### src/rtl/tl_a_arbiter.sv
// Two-master TileLink-UL channel A arbiter with in-order channel D return routing.
// A and D are combinational pass-throughs; a small FIFO remembers who issued each request.

`ifndef TL_ADDR_BITS
`define TL_ADDR_BITS 32
`endif
`ifndef TL_SIZE_BITS
`define TL_SIZE_BITS 3
`endif
`ifndef TL_SOURCE_BITS
`define TL_SOURCE_BITS 4
`endif
`ifndef TL_SINK_BITS
`define TL_SINK_BITS 2
`endif
`ifndef TL_DATA_BYTES
`define TL_DATA_BYTES 4
`endif

module tl_a_arbiter #(
    parameter int ADDR_W     = `TL_ADDR_BITS,
    parameter int SIZE_W     = `TL_SIZE_BITS,
    parameter int SRC_W      = `TL_SOURCE_BITS,
    parameter int SINK_W     = `TL_SINK_BITS,
    parameter int DATA_BYTES = `TL_DATA_BYTES,
    parameter int DEPTH      = 4
) (
    input  logic                      clk,
    input  logic                      rst,

    // master 0, channel A
    input  logic                      m0_a_valid,
    output logic                      m0_a_ready,
    input  logic [2:0]                m0_a_opcode,
    input  logic [2:0]                m0_a_param,
    input  logic [SIZE_W-1:0]         m0_a_size,
    input  logic [SRC_W-1:0]          m0_a_source,
    input  logic [ADDR_W-1:0]         m0_a_address,
    input  logic [DATA_BYTES-1:0]     m0_a_mask,
    input  logic [DATA_BYTES*8-1:0]   m0_a_data,
    // master 0, channel D
    output logic                      m0_d_valid,
    input  logic                      m0_d_ready,
    output logic [3:0]                m0_d_opcode,
    output logic [1:0]                m0_d_param,
    output logic [SIZE_W-1:0]         m0_d_size,
    output logic [SRC_W-1:0]          m0_d_source,
    output logic [SINK_W-1:0]         m0_d_sink,
    output logic                      m0_d_denied,
    output logic [DATA_BYTES*8-1:0]   m0_d_data,

    // master 1, channel A
    input  logic                      m1_a_valid,
    output logic                      m1_a_ready,
    input  logic [2:0]                m1_a_opcode,
    input  logic [2:0]                m1_a_param,
    input  logic [SIZE_W-1:0]         m1_a_size,
    input  logic [SRC_W-1:0]          m1_a_source,
    input  logic [ADDR_W-1:0]         m1_a_address,
    input  logic [DATA_BYTES-1:0]     m1_a_mask,
    input  logic [DATA_BYTES*8-1:0]   m1_a_data,
    // master 1, channel D
    output logic                      m1_d_valid,
    input  logic                      m1_d_ready,
    output logic [3:0]                m1_d_opcode,
    output logic [1:0]                m1_d_param,
    output logic [SIZE_W-1:0]         m1_d_size,
    output logic [SRC_W-1:0]          m1_d_source,
    output logic [SINK_W-1:0]         m1_d_sink,
    output logic                      m1_d_denied,
    output logic [DATA_BYTES*8-1:0]   m1_d_data,

    // shared downstream channel A
    output logic                      s_a_valid,
    input  logic                      s_a_ready,
    output logic [2:0]                s_a_opcode,
    output logic [2:0]                s_a_param,
    output logic [SIZE_W-1:0]         s_a_size,
    output logic [SRC_W-1:0]          s_a_source,
    output logic [ADDR_W-1:0]         s_a_address,
    output logic [DATA_BYTES-1:0]     s_a_mask,
    output logic [DATA_BYTES*8-1:0]   s_a_data,
    // shared downstream channel D
    input  logic                      s_d_valid,
    output logic                      s_d_ready,
    input  logic [3:0]                s_d_opcode,
    input  logic [1:0]                s_d_param,
    input  logic [SIZE_W-1:0]         s_d_size,
    input  logic [SRC_W-1:0]          s_d_source,
    input  logic [SINK_W-1:0]         s_d_sink,
    input  logic                      s_d_denied,
    input  logic [DATA_BYTES*8-1:0]   s_d_data,

    output logic [$clog2(DEPTH):0]    outstanding,
    output logic                      err_unexpected_d
);

    localparam int PW = $clog2(DEPTH);
    localparam int CW = PW + 1;

    logic          gnt;
    logic          gnt_q;
    logic          lock;
    logic          last;
    logic          sel_valid;
    logic          full;
    logic          empty;
    logic          a_fire;
    logic          d_fire;
    logic          head;
    logic          head_ready;
    logic          err_q;
    logic [PW-1:0] wr_ptr;
    logic [PW-1:0] rd_ptr;
    logic [CW-1:0] count;
    logic          fifo_mem [DEPTH];

    assign full  = (count == CW'(DEPTH));
    assign empty = (count == '0);

    // A locked handshake keeps its master; otherwise round-robin away from the last winner.
    always_comb begin
        gnt = 1'b0;
        if (lock)
            gnt = gnt_q;
        else if (m0_a_valid && m1_a_valid)
            gnt = ~last;
        else if (m1_a_valid)
            gnt = 1'b1;
    end

    assign sel_valid  = gnt ? m1_a_valid : m0_a_valid;
    assign s_a_valid  = !rst && sel_valid && !full;
    assign m0_a_ready = !rst && !gnt && s_a_ready && !full;
    assign m1_a_ready = !rst &&  gnt && s_a_ready && !full;
    assign a_fire     = s_a_valid && s_a_ready;

    assign s_a_opcode  = gnt ? m1_a_opcode  : m0_a_opcode;
    assign s_a_param   = gnt ? m1_a_param   : m0_a_param;
    assign s_a_size    = gnt ? m1_a_size    : m0_a_size;
    assign s_a_source  = gnt ? m1_a_source  : m0_a_source;
    assign s_a_address = gnt ? m1_a_address : m0_a_address;
    assign s_a_mask    = gnt ? m1_a_mask    : m0_a_mask;
    assign s_a_data    = gnt ? m1_a_data    : m0_a_data;

    // The slave answers in order, so the FIFO head names the owner of the current response.
    assign head       = fifo_mem[rd_ptr];
    assign head_ready = head ? m1_d_ready : m0_d_ready;
    assign s_d_ready  = !rst && !empty && head_ready;
    assign m0_d_valid = !rst && s_d_valid && !empty && !head;
    assign m1_d_valid = !rst && s_d_valid && !empty &&  head;
    assign d_fire     = s_d_valid && s_d_ready;

    assign m0_d_opcode = s_d_opcode;
    assign m0_d_param  = s_d_param;
    assign m0_d_size   = s_d_size;
    assign m0_d_source = s_d_source;
    assign m0_d_sink   = s_d_sink;
    assign m0_d_denied = s_d_denied;
    assign m0_d_data   = s_d_data;
    assign m1_d_opcode = s_d_opcode;
    assign m1_d_param  = s_d_param;
    assign m1_d_size   = s_d_size;
    assign m1_d_source = s_d_source;
    assign m1_d_sink   = s_d_sink;
    assign m1_d_denied = s_d_denied;
    assign m1_d_data   = s_d_data;

    assign outstanding      = count;
    assign err_unexpected_d = err_q;

    always_ff @(posedge clk or posedge rst) begin
        if (rst) begin
            lock   <= 1'b0;
            gnt_q  <= 1'b0;
            last   <= 1'b1;
            wr_ptr <= '0;
            rd_ptr <= '0;
            count  <= '0;
            err_q  <= 1'b0;
        end else begin
            // NOTE: non-blocking assignments let every update here see pre-edge values.
            if (a_fire) begin
                lock   <= 1'b0;
                last   <= gnt;
                wr_ptr <= wr_ptr + 1'b1;
            end else if (s_a_valid) begin
                lock  <= 1'b1;
                gnt_q <= gnt;
            end

            if (d_fire)
                rd_ptr <= rd_ptr + 1'b1;

            case ({a_fire, d_fire})
                2'b10:   count <= count + 1'b1;
                2'b01:   count <= count - 1'b1;
                default: count <= count;
            endcase

            if (s_d_valid && empty)
                err_q <= 1'b1;
        end
    end

    // NOTE: the ID storage is left unreset; entries are only read once count says they were written.
    always_ff @(posedge clk) begin
        if (a_fire)
            fifo_mem[wr_ptr] <= gnt;
    end

endmodule

### config.mk
export PLATFORM = sky130hd
export DESIGN_NAME = tl_a_arbiter
export DESIGN_NICKNAME = d
export VERILOG_FILES = /design/src/rtl/tl_a_arbiter.sv
export SDC_FILE = /design/constraint.sdc
export NUM_CORES = 1
export LEC_CHECK = 0
export CAP_MARGIN = 10
export CORE_AREA = 2 2 157 159
export CTS_BUF_LIST = sky130_fd_sc_hd__clkbuf_4 sky130_fd_sc_hd__clkbuf_8
export DETAILED_ROUTE_END_ITERATION = 10
export DIE_AREA = 0 0 159 161
export DONT_BUFFER_PORTS = 1
export GPL_ROUTABILITY_DRIVEN = 0
export SYNTH_ARGS = -nofsm -noshare
export SYNTH_HDL_FRONTEND = slang
export SYNTH_SLANG_ARGS = --single-unit
### constraint.sdc
create_clock -name clk -period 2.85 [get_ports clk]
set_input_delay 0.57 -clock clk [delete_from_list [all_inputs] [get_ports clk]]
set_output_delay 0.57 -clock clk [all_outputs]
set_load 0.01 [all_outputs]
# == After elaboration in Yosys (flattened, before gate mapping) ==
# Memories as Yosys holds them, arrays and structs flattened.
# Cells that the tools add are included.
# op_classes
eq_ne,3
addsub,4
bitwise,2
mux,17
n_reduce_logical,27
# op_table
operator,n
32-bit 2-to-1 mux,2
1-bit logical AND,18
1-bit 2-to-1 mux,9
3-bit 2-to-1 mux,3
4-bit 2-to-1 mux,2
3-bit case mux with 2 select lines,1
1-bit logical NOT,5
2-bit by 1-bit adder with 2-bit output (second input constant),2
2-bit nonzero test,2
3-bit by 1-bit adder with 3-bit output (second input constant),1
3-bit == test (second input constant),1
3-bit logical NOT,1
3-bit by 1-bit subtractor with 3-bit output (second input constant),1
2-bit by 1-bit == test with 1-bit output (second input constant),1
2-bit == test (second input constant),1
1-bit inverter,2
2-bit AND reduction,1
# totals
memories,1
in_bits,218
word_cells,61
out_inout_bits,187
ram_bits,4
reg_bits,11
# mem_list
memory,depth,word_bits,rd,rd_clocked_by_memory_dff,write_ports,line,source
fifo_mem,4,1,1,0,1,116,logic fifo_mem [DEPTH];

# == Depth between registers and ports, before layout ==
# Gate-level depths: netlist of the first run.
# logic_depth
word_depth,9
ltp_mapped,10
depth_no_buf,10

# == Worst setup path after synthesis of the first run ==
# No wires, ideal clock.
# synth_path
path_kind,in2reg
start,in m0_a_valid
end,reg count[2] (netlist: outstanding[2])
setup_ps,127
slack_ps,553
arrival_time_ps,2170
n_path_buf,0
stages,10
required_ps,2723
path_cell_list,a21bo_1 > a2111oi_4 > and2_2 > inv_1 > ha_1 > inv_1 > fa_1 > xor2_1 > nor2_1 > xor2_1
# synth_between
elab_chain_cells,9
elab_cells_between_ends,11
cone_classes,eq/ne (2); mux (4); reduce/logical (5)
# synth_lines
element,line,source
from (decl),32,"input logic m0_a_valid,"
1-bit logical AND,126,else if (m0_a_valid && m1_a_valid)
1-bit 2-to-1 mux,126,
1-bit 2-to-1 mux,124,if (lock)
1-bit 2-to-1 mux (*),132,assign sel_valid = gnt ? m1_a_valid : m0_a_valid;
1-bit logical AND (*) (2 in series),133,assign s_a_valid = !rst && sel_valid && !full;
1-bit logical AND (*),136,assign a_fire = s_a_valid && s_a_ready;
2-bit by 1-bit == test with 1-bit output / 2-bit == test (equally long branches),195,"case ({a_fire, d_fire})"
3-bit case mux with 2 select lines / 2-bit nonzero test (equally long branches),n/a,
to (signal assigned),196,2'b10: count <= count + 1'b1;
to (signal assigned),197,2'b01: count <= count - 1'b1;
to (signal assigned),198,default: count <= count;
to (decl),115,logic [CW-1:0] count;
# Mark *: on every way between the ends. The rest lies on a longest branch, timed or not.
# A chain may end at the register's enable or synchronous reset.

# == Worst setup path after layout of the first run ==
# layout_path
start,reg lock
end,out s_a_address[27]
# layout_between
elab_chain_cells,2
# layout_lines
element,line,source
from (decl),103,logic lock;
from (signal assigned),174,lock <= 1'b0;
from (signal assigned),184,lock <= 1'b0;
from (signal assigned),188,lock <= 1'b1;
1-bit 2-to-1 mux,124,
32-bit 2-to-1 mux,142,assign s_a_address = gnt ? m1_a_address : m0_a_address;
to (decl),80,"output logic [ADDR_W-1:0] s_a_address,"
# No other way between the ends.

==> results of run 1 <==
==> cell usage after synthesis (all sizes together) (2+ instances only) <==
cell type	count	area (um^2)
a21oi	4	20.0
buf	107	805
xnor2	2	17.5
mux2	81	912
dfrtp	10	250
ha	5	62.6
xor2	3	26.3
nor3b	3	27.5
nor2	5	18.8
nor3	4	20.0
and3	4	25.0
inv	10	37.5
mux2i	7	70.1
edfxtp	4	120
o21ai	2	10.0
==> power by group <==
group          internal (mW)  switching [mW]  total [mW]
Sequential             0.320           0.105       0.425
Clock                 0.0966          0.0714       0.168
Combinational          0.714            1.13        1.84
==> final cells by class <==
| class | instances | area, um^2 | area share, % |
|---|---|---|---|
| Multi-Input combinational cell | 132 | 1340 | 58.5 |
| Clock buffer | 3 | 41.3 | 1.80 |
| Tap cell | 324 | 405 | 17.7 |
| Antenna cell | 1 | 2.50 | 0.109 |
| Timing Repair Buffer | 5 | 62.6 | 2.73 |
| Sequential cell | 15 | 397 | 17.3 |
| Clock inverter | 1 | 5.00 | 0.218 |
| Inverter | 10 | 37.5 | 1.64 |
==> cells by family after synthesis <==
group	Yosys count	synth area share (%)
mux	88	38.2
xor+xnor	5	1.71
buf+inv	117	32.8
fa+ha+maj	6	3.21
flops	15	15.4
simple gates	21	4.87
compound gates	12	3.75
==> through the flow <==
| step | cells | utilization (%) | setup slack, ns |
|---|---|---|---|
| after detailed placement | 486 | 9.36 | 0.449 |
| after CTS | 490 | 9.56 | 0.407 |
| after floorplan | 264 | - | 0.553 |
| final | 491 | 9.57 | 0.418 |
| after global routing | 491 | 9.57 | 0.208 |
| after global placement | 486 | 9.36 | 0.461 |
==> worst register-to-register path, delay by kind of cell, from the launching register on <==
kind / cells / cell delay, ns
simple gates: 4 / 0.90
flops: 1 / 0.47
buf+inv: 1 / 0.06
xor+xnor: 2 / 0.30
fa+ha+maj: 2 / 0.58
==> routing by layer <==
layer / GRT usage [%] / up-vias / wire (um)
met1: 8.23 / 691 / 4070
li1: - / 606 / -
met2: 12.9 / 201 / 5210
met3: 3.80 / 29 / 1470
met5: 0 / - / 0
met4: 2.48 / 0 / 257
==> sequential cells by signal, summed over array words and instances, names as in the netlist <==
register and cells:
gnt_q 1, lock 1, wr_ptr 2, err_unexpected_d 1, fifo_mem 4, outstanding 3
rd_ptr 2, last 1
==> path summary, 6_finish.rpt <==
check / endpoint / cells past startpoint / slack [ns] / from
worst max register to register: outstanding[2] / 9 / 0.46 / outstanding[0]
max in group asynchronous: last / 1 / 2.30 / rst
worst min-delay path: outstanding[0] / 1 / 0.21 / rst
min in group clk: err_unexpected_d / 1 / 0.44 / s_d_valid
worst max-delay path: s_a_address[27] / 4 / 0.42 / lock
worst min register to register: last / 2 / 0.53 / last
==> flow_metrics.env, run 1 <==
export IMPL_max_clock_freq_mhz=411
export IMPL_cts_setup_buffers=0
export IMPL_design_core_area_um2=24000
export IMPL_clock_sinks=15
export IMPL_tightestPinTransition_ns=0.477
export IMPL_io_buffers=0
export IMPL_cts_resized=0
export IMPL_grt_usage_pct=7.57
export IMPL_layout_drive_gt1_share_pct=29.5
export IMPL_power_leakage_nw=0.779
export IMPL_routed_wirelength_um=11000
export IMPL_mostFrequentLayoutCell="mux2_1"
export IMPL_synth_cell_type_count=32
export IMPL_avgViaCountPerCell=3.11
export IMPL_synth_yosys_seq_area_share_pct=15.4
export IMPL_synth_top_flop_cell="dfrtp_1"
export IMPL_detailedRoute_firstPassIterationCount=4
export IMPL_floorplan_rows=57
export IMPL_avgSynthCellArea_um2=9.73
export IMPL_insertion_delay_ns=0.24
export IMPL_min_delay_path_class="input port to asynchronous set/reset pin"
export IMPL_path_max_fanout=46
export IMPL_antenna_left=0
export IMPL_die_height_um=161
export IMPL_gr_total_overflow=0
export IMPL_clock_tree_buffer_depth=2
export IMPL_nets=391
export IMPL_wire_per_inst_um=22.4
export IMPL_path_class="register to output pin"
export IMPL_crit_path_end_kind="output pin"
export IMPL_totalNegativeSetupSlack_ns=0
export IMPL_clkSlewWorstSetupHoldPaths_ns=0.06
export IMPL_outcome="completed"
export IMPL_most_common_layout_cells="mux2_1 (46), mux2_2 (35), inv_1 (10), dfrtp_1 (10), mux2i_1 (7)"
export IMPL_clockRootBuffer="clkbuf_8"
export IMPL_totalPowerFinal_mw=2.44
export IMPL_cts_tree="yes"
export IMPL_post_route_drc_count=0
export IMPL_skew_ns=0.000520
export IMPL_filler_cells=2762
export IMPL_grt_pass1_vias=1540
export IMPL_grt_antenna_before_repair=1
export IMPL_setup_violators_final=0
export IMPL_syn_cell_area_um2=2570
export IMPL_start_util_pct=10.7
export IMPL_crit_family="compound AO/OA/AOI/OAI gates"
export IMPL_timing_max_cap_violations=0
export IMPL_synthesis_instances=264
export IMPL_rsz0062_at_grt="false"
export IMPL_grt_start_max_net_pins=47
export IMPL_cts_buffers_inserted=3
export IMPL_synth_edff_count=4
export IMPL_dpl_hpwl_um=10300
export IMPL_synth_fp_nets=488
export IMPL_vdd_drop_max_mv=0.337
export IMPL_cts_hold_buffers=0
export IMPL_floorplan_die_width_um=159
export IMPL_number_of_hold_violations_in_the_final_report=0
export IMPL_worst_path_bufs_invs=1
export IMPL_route_vias_total=1527
export IMPL_finalHoldWorstSlack_ns=0.214
export IMPL_detailedRoute_firstIterationViolations=69
export IMPL_final_max_slew_violation_count=0
export IMPL_top_level_port_count=405
export IMPL_cpMaxStageDelayCell="mux2_1"
export IMPL_startpoint_types="register"
export IMPL_h_tree_depth=1
export IMPL_period_minus_slack_ns=2.43
export IMPL_stdcell_area_um2=2290
export IMPL_fin_crit_sh_pct=85.3
export IMPL_flow_area_growth_from_synthesis_pct=-10.8
export IMPL_synth_async_sr_flop_share_pct=73.3
export IMPL_floorplan_die_area_um2=25600
export IMPL_grt_pass1_wl_um=13000
export IMPL_worstPathCellList="a211oi_1 -> a21oi_4 -> buf_12 -> mux2_1"
export IMPL_synthesis_yosys_warnings=0
export IMPL_timing_slew_headroom_pct=67.9
export IMPL_worst_ep_arrival_time_ns=1.86
export IMPL_p_per_area_nw_per_um2=1060
export IMPL_delay_of_the_slowest_cell_on_the_worst_path_ns=0.46
export IMPL_critical_path_required_ns=2.28
export IMPL_dpl_cell_area_um2=2240
export IMPL_synth_ff_latch_count=15
Note: power is estimated with default switching activity, not from simulation.
==> run 2: changes to the inputs <==
==> constraint.sdc (replaced) <==
create_clock -name clk -period 2.85 [get_ports clk]
set_input_delay 0.855 -clock clk [delete_from_list [all_inputs] [get_ports clk]]
set_output_delay 0.855 -clock clk [all_outputs]
set_load 0.01 [all_outputs]
==> flow_metrics.env, run 2 (synthesis gave the netlist of run 1 again) <==
export IMPL_timing_reg2reg_setup_slack_ns=0.50
export IMPL_totalNegativeSetupSlack_ns=0
export IMPL_clockRootBuffer="clkbuf_8"
export IMPL_final_max_slew_violation_count=0
export IMPL_clock_sinks=15
export IMPL_flow_area_growth_from_synthesis_pct=-5.50
export IMPL_outcome="completed"
export IMPL_r2r_end="outstanding[2]"
export IMPL_insertion_delay_ns=0.26
export IMPL_largest_reg_flops=4
export IMPL_worst_ep_arrival_time_ns=1.94
export IMPL_avgViaCountPerCell=3.09
export IMPL_start_util_pct=10.7
export IMPL_floorplan_die_width_um=159
export IMPL_setup_worst_path_start="m1_a_valid"
export IMPL_dpl_hpwl_um=11600
export IMPL_grt_pass1_vias=1586
export IMPL_critical_path_required_ns=2.00
export IMPL_route_vias_total=1579
export IMPL_floorplan_rows=57
export IMPL_gr_total_overflow=0
export IMPL_mostFrequentLayoutCell="mux2_1"
export IMPL_fin_crit_sh_pct=98.2
export IMPL_vdd_drop_max_mv=0.322
export IMPL_top_level_port_count=405
export IMPL_path_max_fanout=24
export IMPL_clock_tree_buffer_depth=2
export IMPL_grt_start_max_net_pins=48
export IMPL_cts_tree="yes"
export IMPL_timing_slew_headroom_pct=70.1
export IMPL_post_route_drc_count=0
export IMPL_crit_path_end_kind="output pin"
export IMPL_antenna_left=0
export IMPL_grt_usage_pct=8.73
export IMPL_min_delay_path_class="input port to asynchronous set/reset pin"
export IMPL_grt_use_met3_pct=6.60
export IMPL_die_height_um=161
export IMPL_skew_ns=0.0123
export IMPL_clkSlewWorstSetupHoldPaths_ns=0.07
export IMPL_final_core_utilization_pct=10.1
export IMPL_nets=397
export IMPL_p_per_area_nw_per_um2=1060
export IMPL_final_critical_path_setup_slack_ns=0.0521
export IMPL_filler_cells=2784
export IMPL_layout_drive_gt1_share_pct=32.6
export IMPL_grt_antenna_before_repair=19
export IMPL_setup_violators_final=0
export IMPL_met2_usage_pct=14.6
export IMPL_number_of_hold_violations_in_the_final_report=0
export IMPL_rr_worst_depth=11
export IMPL_grt_busiest_layer="met2"
export IMPL_power_leakage_nw=0.825
export IMPL_design_core_area_um2=24000
export IMPL_detailedRoute_firstIterationViolations=55
export IMPL_routed_wirelength_um=12900
export IMPL_preCtsSetupSlack_ns=-0.00486
export IMPL_h_tree_depth=1
export IMPL_wire_per_inst_um=25.3
export IMPL_path_class="input port to output pin"
export IMPL_max_clock_freq_mhz=357
export IMPL_place_inst=488
export IMPL_detailedRoute_firstPassIterationCount=3
export IMPL_final_cells=511
export IMPL_grt_pass1_wl_um=15100
export IMPL_finalHoldWorstSlack_ns=0.488
export IMPL_largest_register="fifo_mem"
export IMPL_floorplan_die_area_um2=25600
export IMPL_io_buffers=0
export IMPL_period_minus_slack_ns=2.80
export IMPL_cts_buffers_inserted=3
export IMPL_tightestPinTransition_ns=0.447
export IMPL_most_common_layout_cells="mux2_1 (46), mux2_2 (35), inv_1 (10), dfrtp_1 (10), mux2i_1 (7)"
export IMPL_startpoint_types="input port"
export IMPL_grtUsageMet1_pct=8.64
export IMPL_timing_max_cap_violations=0
export IMPL_rr_startpoint="outstanding[2]"
## run 2: cell types whose count changed in the layout (fill, tap and decap cells not counted), sizes merged
cell and delta:
diode +14, buf +4, clkbuf +2, clkinv -1, clkinvlp +1
## run 2: worst max path at each step
stage / depth (start not counted) / slack, ns / endpoint
6_report: 6 / 0.05 / s_a_address[29]
4_1_cts: 5 / 0.0005 / s_a_address[29]
5_1_grt: 6 / -0.01 / s_a_address[29]
2_1_floorplan: 6 / 0.07 / s_a_address[10]
3_3_place_gp: 5 / -0.02 / s_a_address[29]
3_5_place_dp: 5 / -0.005 / s_a_address[29]
## run 2: where the power goes
| part | internal, mW | switching, mW | total, mW |
|---|---|---|---|
| Clock | 0.0983 | 0.0831 | 0.181 |
| Sequential | 0.320 | 0.106 | 0.426 |
| Combinational | 0.849 | 1.12 | 1.97 |
## run 2: metal layers
metal / vias up / part of all wire [%]
met4: 6 / 2.2
li1: 633 / -
met2: 208 / 47
met1: 695 / 35
met5: - / 0.28
met3: 37 / 15
## run 2: area by class of cell
| class | instances | area, um^2 | area share, % |
|---|---|---|---|
| Timing Repair Buffer | 11 | 155 | 6.39 |
| Clock buffer | 3 | 41.3 | 1.70 |
| Sequential cell | 15 | 397 | 16.3 |
| Clock inverter | 1 | 7.51 | 0.309 |
| Antenna cell | 15 | 37.5 | 1.55 |
| Inverter | 10 | 37.5 | 1.55 |
| Multi-Input combinational cell | 132 | 1350 | 55.5 |
| Tap cell | 324 | 405 | 16.7 |
## run 2: per-stage QoR
step                      power [mW]  cell area [um^2]
final                           2.58              2430
after global routing            2.75              2410
after CTS                       2.43              2310
after detailed placement        2.25              2260
after global placement          2.20              2260
after floorplan                 1.96              2570
## run 2: timing repair
action / in CTS / in global routing
hold endpoints to repair: 0 / 0
gates resized for setup: 0 / 1
endpoints found under the setup margin: 0 / 19
hold buffers: 0 / 0
buffers inserted: 0 / 2
## run 2: worst max-delay path, stage by stage
cell      delay (ns)
inv_1           0.04
a211oi_2        0.22
a21oi_4         0.06
buf_12          0.14
buf_12          0.15
mux2_1          0.44
==> run 3: changes to the inputs <==
--- a/config.mk
+++ b/config.mk
@@ -7,7 +7,6 @@
 export LEC_CHECK = 0
 export CAP_MARGIN = 10
 export CORE_AREA = 2 2 157 159
-export CTS_BUF_LIST = sky130_fd_sc_hd__clkbuf_4 sky130_fd_sc_hd__clkbuf_8
 export DETAILED_ROUTE_END_ITERATION = 10
 export DIE_AREA = 0 0 159 161
 export DONT_BUFFER_PORTS = 1
==> flow_metrics.env, run 3 (synthesis gave the netlist of run 1 again) <==
export IMPL_outcome="completed"
export IMPL_clock_tree_buffer_depth=2
export IMPL_crit_path_end_kind="output pin"
export IMPL_timing_max_cap_violations=0
export IMPL_sequentialPowerShare_pct=15.9
export IMPL_rr_startpoint="outstanding[2]"
export IMPL_max_clock_freq_mhz=357
export IMPL_flow_area_growth_from_synthesis_pct=-4.19
export IMPL_grt_pass1_wl_um=15100
export IMPL_timing_reg2reg_setup_slack_ns=0.50
export IMPL_worstPathCellList="inv_1 -> a211oi_2 -> a21oi_4 -> buf_12 -> buf_12 -> mux2_2"
export IMPL_finalHoldWorstSlack_ns=0.507
export IMPL_top_level_port_count=405
export IMPL_setup_violators_final=0
export IMPL_path_class="input port to output pin"
export IMPL_io_buffers=0
export IMPL_start_util_pct=10.7
export IMPL_cp_depth=6
export IMPL_skew_ns=0.00604
export IMPL_floorplan_die_width_um=159
export IMPL_path_max_fanout=19
export IMPL_filler_cells=2778
export IMPL_grt_antenna_before_repair=19
export IMPL_post_route_drc_count=0
export IMPL_grt_usage_pct=8.75
export IMPL_largest_reg_flops=4
export IMPL_crit_family="multiplexers"
export IMPL_power_frac_comb_pct=73.7
export IMPL_tightestPinTransition_ns=0.460
export IMPL_mostFrequentLayoutCell="mux2_1"
export IMPL_clockRootBuffer="clkbuf_16"
export IMPL_cts_buffers_inserted=3
export IMPL_startpoint_types="input port"
export IMPL_layout_drive_gt1_share_pct=32.6
export IMPL_number_of_hold_violations_in_the_final_report=0
export IMPL_rr_worst_depth=11
export IMPL_p_int_mw=1.36
export IMPL_clock_sinks=15
export IMPL_clkSlewWorstSetupHoldPaths_ns=0.05
export IMPL_cpMaxStageDelayCell="mux2_2"
export IMPL_worst_path_bufs_invs=3
export IMPL_final_cells=511
export IMPL_detailedRoute_firstPassIterationCount=3
export IMPL_route_vias_total=1589
export IMPL_nets=397
export IMPL_critical_path_required_ns=2.00
export IMPL_floorplan_die_area_um2=25600
export IMPL_fin_crit_sh_pct=98.2
export IMPL_routed_wirelength_um=12900
export IMPL_grt_pass1_vias=1590
export IMPL_min_delay_path_class="input port to asynchronous set/reset pin"
export IMPL_p_sw_share_pct=49.3
export IMPL_place_inst=488
export IMPL_final_max_slew_violation_count=0
export IMPL_largest_register="fifo_mem"
export IMPL_timing_slew_headroom_pct=69.3
export IMPL_h_tree_depth=1
export IMPL_die_height_um=161
export IMPL_insertion_delay_ns=0.25
export IMPL_timing_critical_path_to="s_a_data[26]"
export IMPL_antenna_left=0
export IMPL_setup_worst_path_start="m1_a_valid"
export IMPL_wire_per_inst_um=25.3
export IMPL_worst_ep_arrival_time_ns=1.94
export IMPL_gr_total_overflow=0
export IMPL_netSwitchingPower_mw=1.32
export IMPL_p_per_area_nw_per_um2=1090
export IMPL_detailedRoute_firstIterationViolations=56
export IMPL_share_clk_of_total_power_pct=10.4
export IMPL_power_leakage_nw=0.840
export IMPL_avgViaCountPerCell=3.11
export IMPL_floorplan_rows=57
export IMPL_cts_tree="yes"
export IMPL_vdd_drop_max_mv=0.323
export IMPL_totalNegativeSetupSlack_ns=0
export IMPL_delay_of_the_slowest_cell_on_the_worst_path_ns=0.47
export IMPL_period_minus_slack_ns=2.80
export IMPL_design_core_area_um2=24000
export IMPL_cp_common_cell="buf_12"
export IMPL_grt_start_max_net_pins=48
export IMPL_most_common_layout_cells="mux2_1 (46), mux2_2 (35), inv_1 (10), dfrtp_1 (10), mux2i_1 (7)"
export IMPL_dpl_hpwl_um=11600
export IMPL_r2r_end="outstanding[2]"
## run 3: cell counts in the layout (fill, tap and decap cells not counted)
Identical to the previous run, type by type.
## run 3: per-layer routing
layer | GRT usage (%) | up-vias | part of all wire, %
met4 | 1.98 | 6 | 2.1
met3 | 6.68 | 35 | 15
met1 | 8.64 | 707 | 35
met5 | 0 | - | 0.28
met2 | 14.6 | 206 | 47
li1 | - | 635 | -
## run 3: power by group through the flow
stage	combinational, mW	sequential (mW)	clock (mW)
global placement	1.77	0.426	0
finish	1.98	0.427	0.278
detailed placement	1.82	0.428	0
global route	2.11	0.446	0.297
CTS	1.82	0.426	0.286
floorplan	1.56	0.399	0
## run 3: how the worst min path moves through the flow
stage,to,slack [ns],cells past startpoint
after floorplan,rd_ptr[0],0.48,1
after global placement,rd_ptr[0],0.50,1
after detailed placement,last,0.52,2
after CTS,wr_ptr[1],0.53,1
after global routing,outstanding[2],0.53,1
final,wr_ptr[1],0.51,1
## run 3: area by class of cell
cell class | count | area (um^2) | share of cell area (%)
timing repair buffer | 11 | 155 | 6.30
inverter | 10 | 37.5 | 1.53
clock inverter | 1 | 7.51 | 0.305
sequential | 15 | 397 | 16.1
tap | 324 | 405 | 16.5
multi-input combinational | 132 | 1350 | 54.7
antenna | 15 | 37.5 | 1.53
clock buffer | 3 | 75.1 | 3.05
## run 3: through the flow
step	worst slack, ns	total power, mW	area (um^2)	utilization [%]
6_report	0.0517	2.68	2460	10.3
5_1_grt	-0.0125	2.85	2450	10.2
4_1_cts	0.000469	2.53	2340	9.77
2_1_floorplan	0.0651	1.96	2570	-
3_3_place_gp	-0.0155	2.20	2260	9.42
3_5_place_dp	-0.00486	2.25	2260	9.42
## run 3: timing repair
action | in CTS | in global routing
hold buffers | 0 | 0
setup endpoints to repair | 0 | 19
gates resized for setup | 0 | 1
buffers inserted | 0 | 2
## run 3: worst register-to-register path: cells and delay by family, from the launching register on
kind	cells	cell delay, ns
fa+ha+maj	2	0.39
simple gates	3	0.49
xor+xnor	2	0.28
compound gates	1	0.32
buf+inv	3	0.29
flops	1	0.45
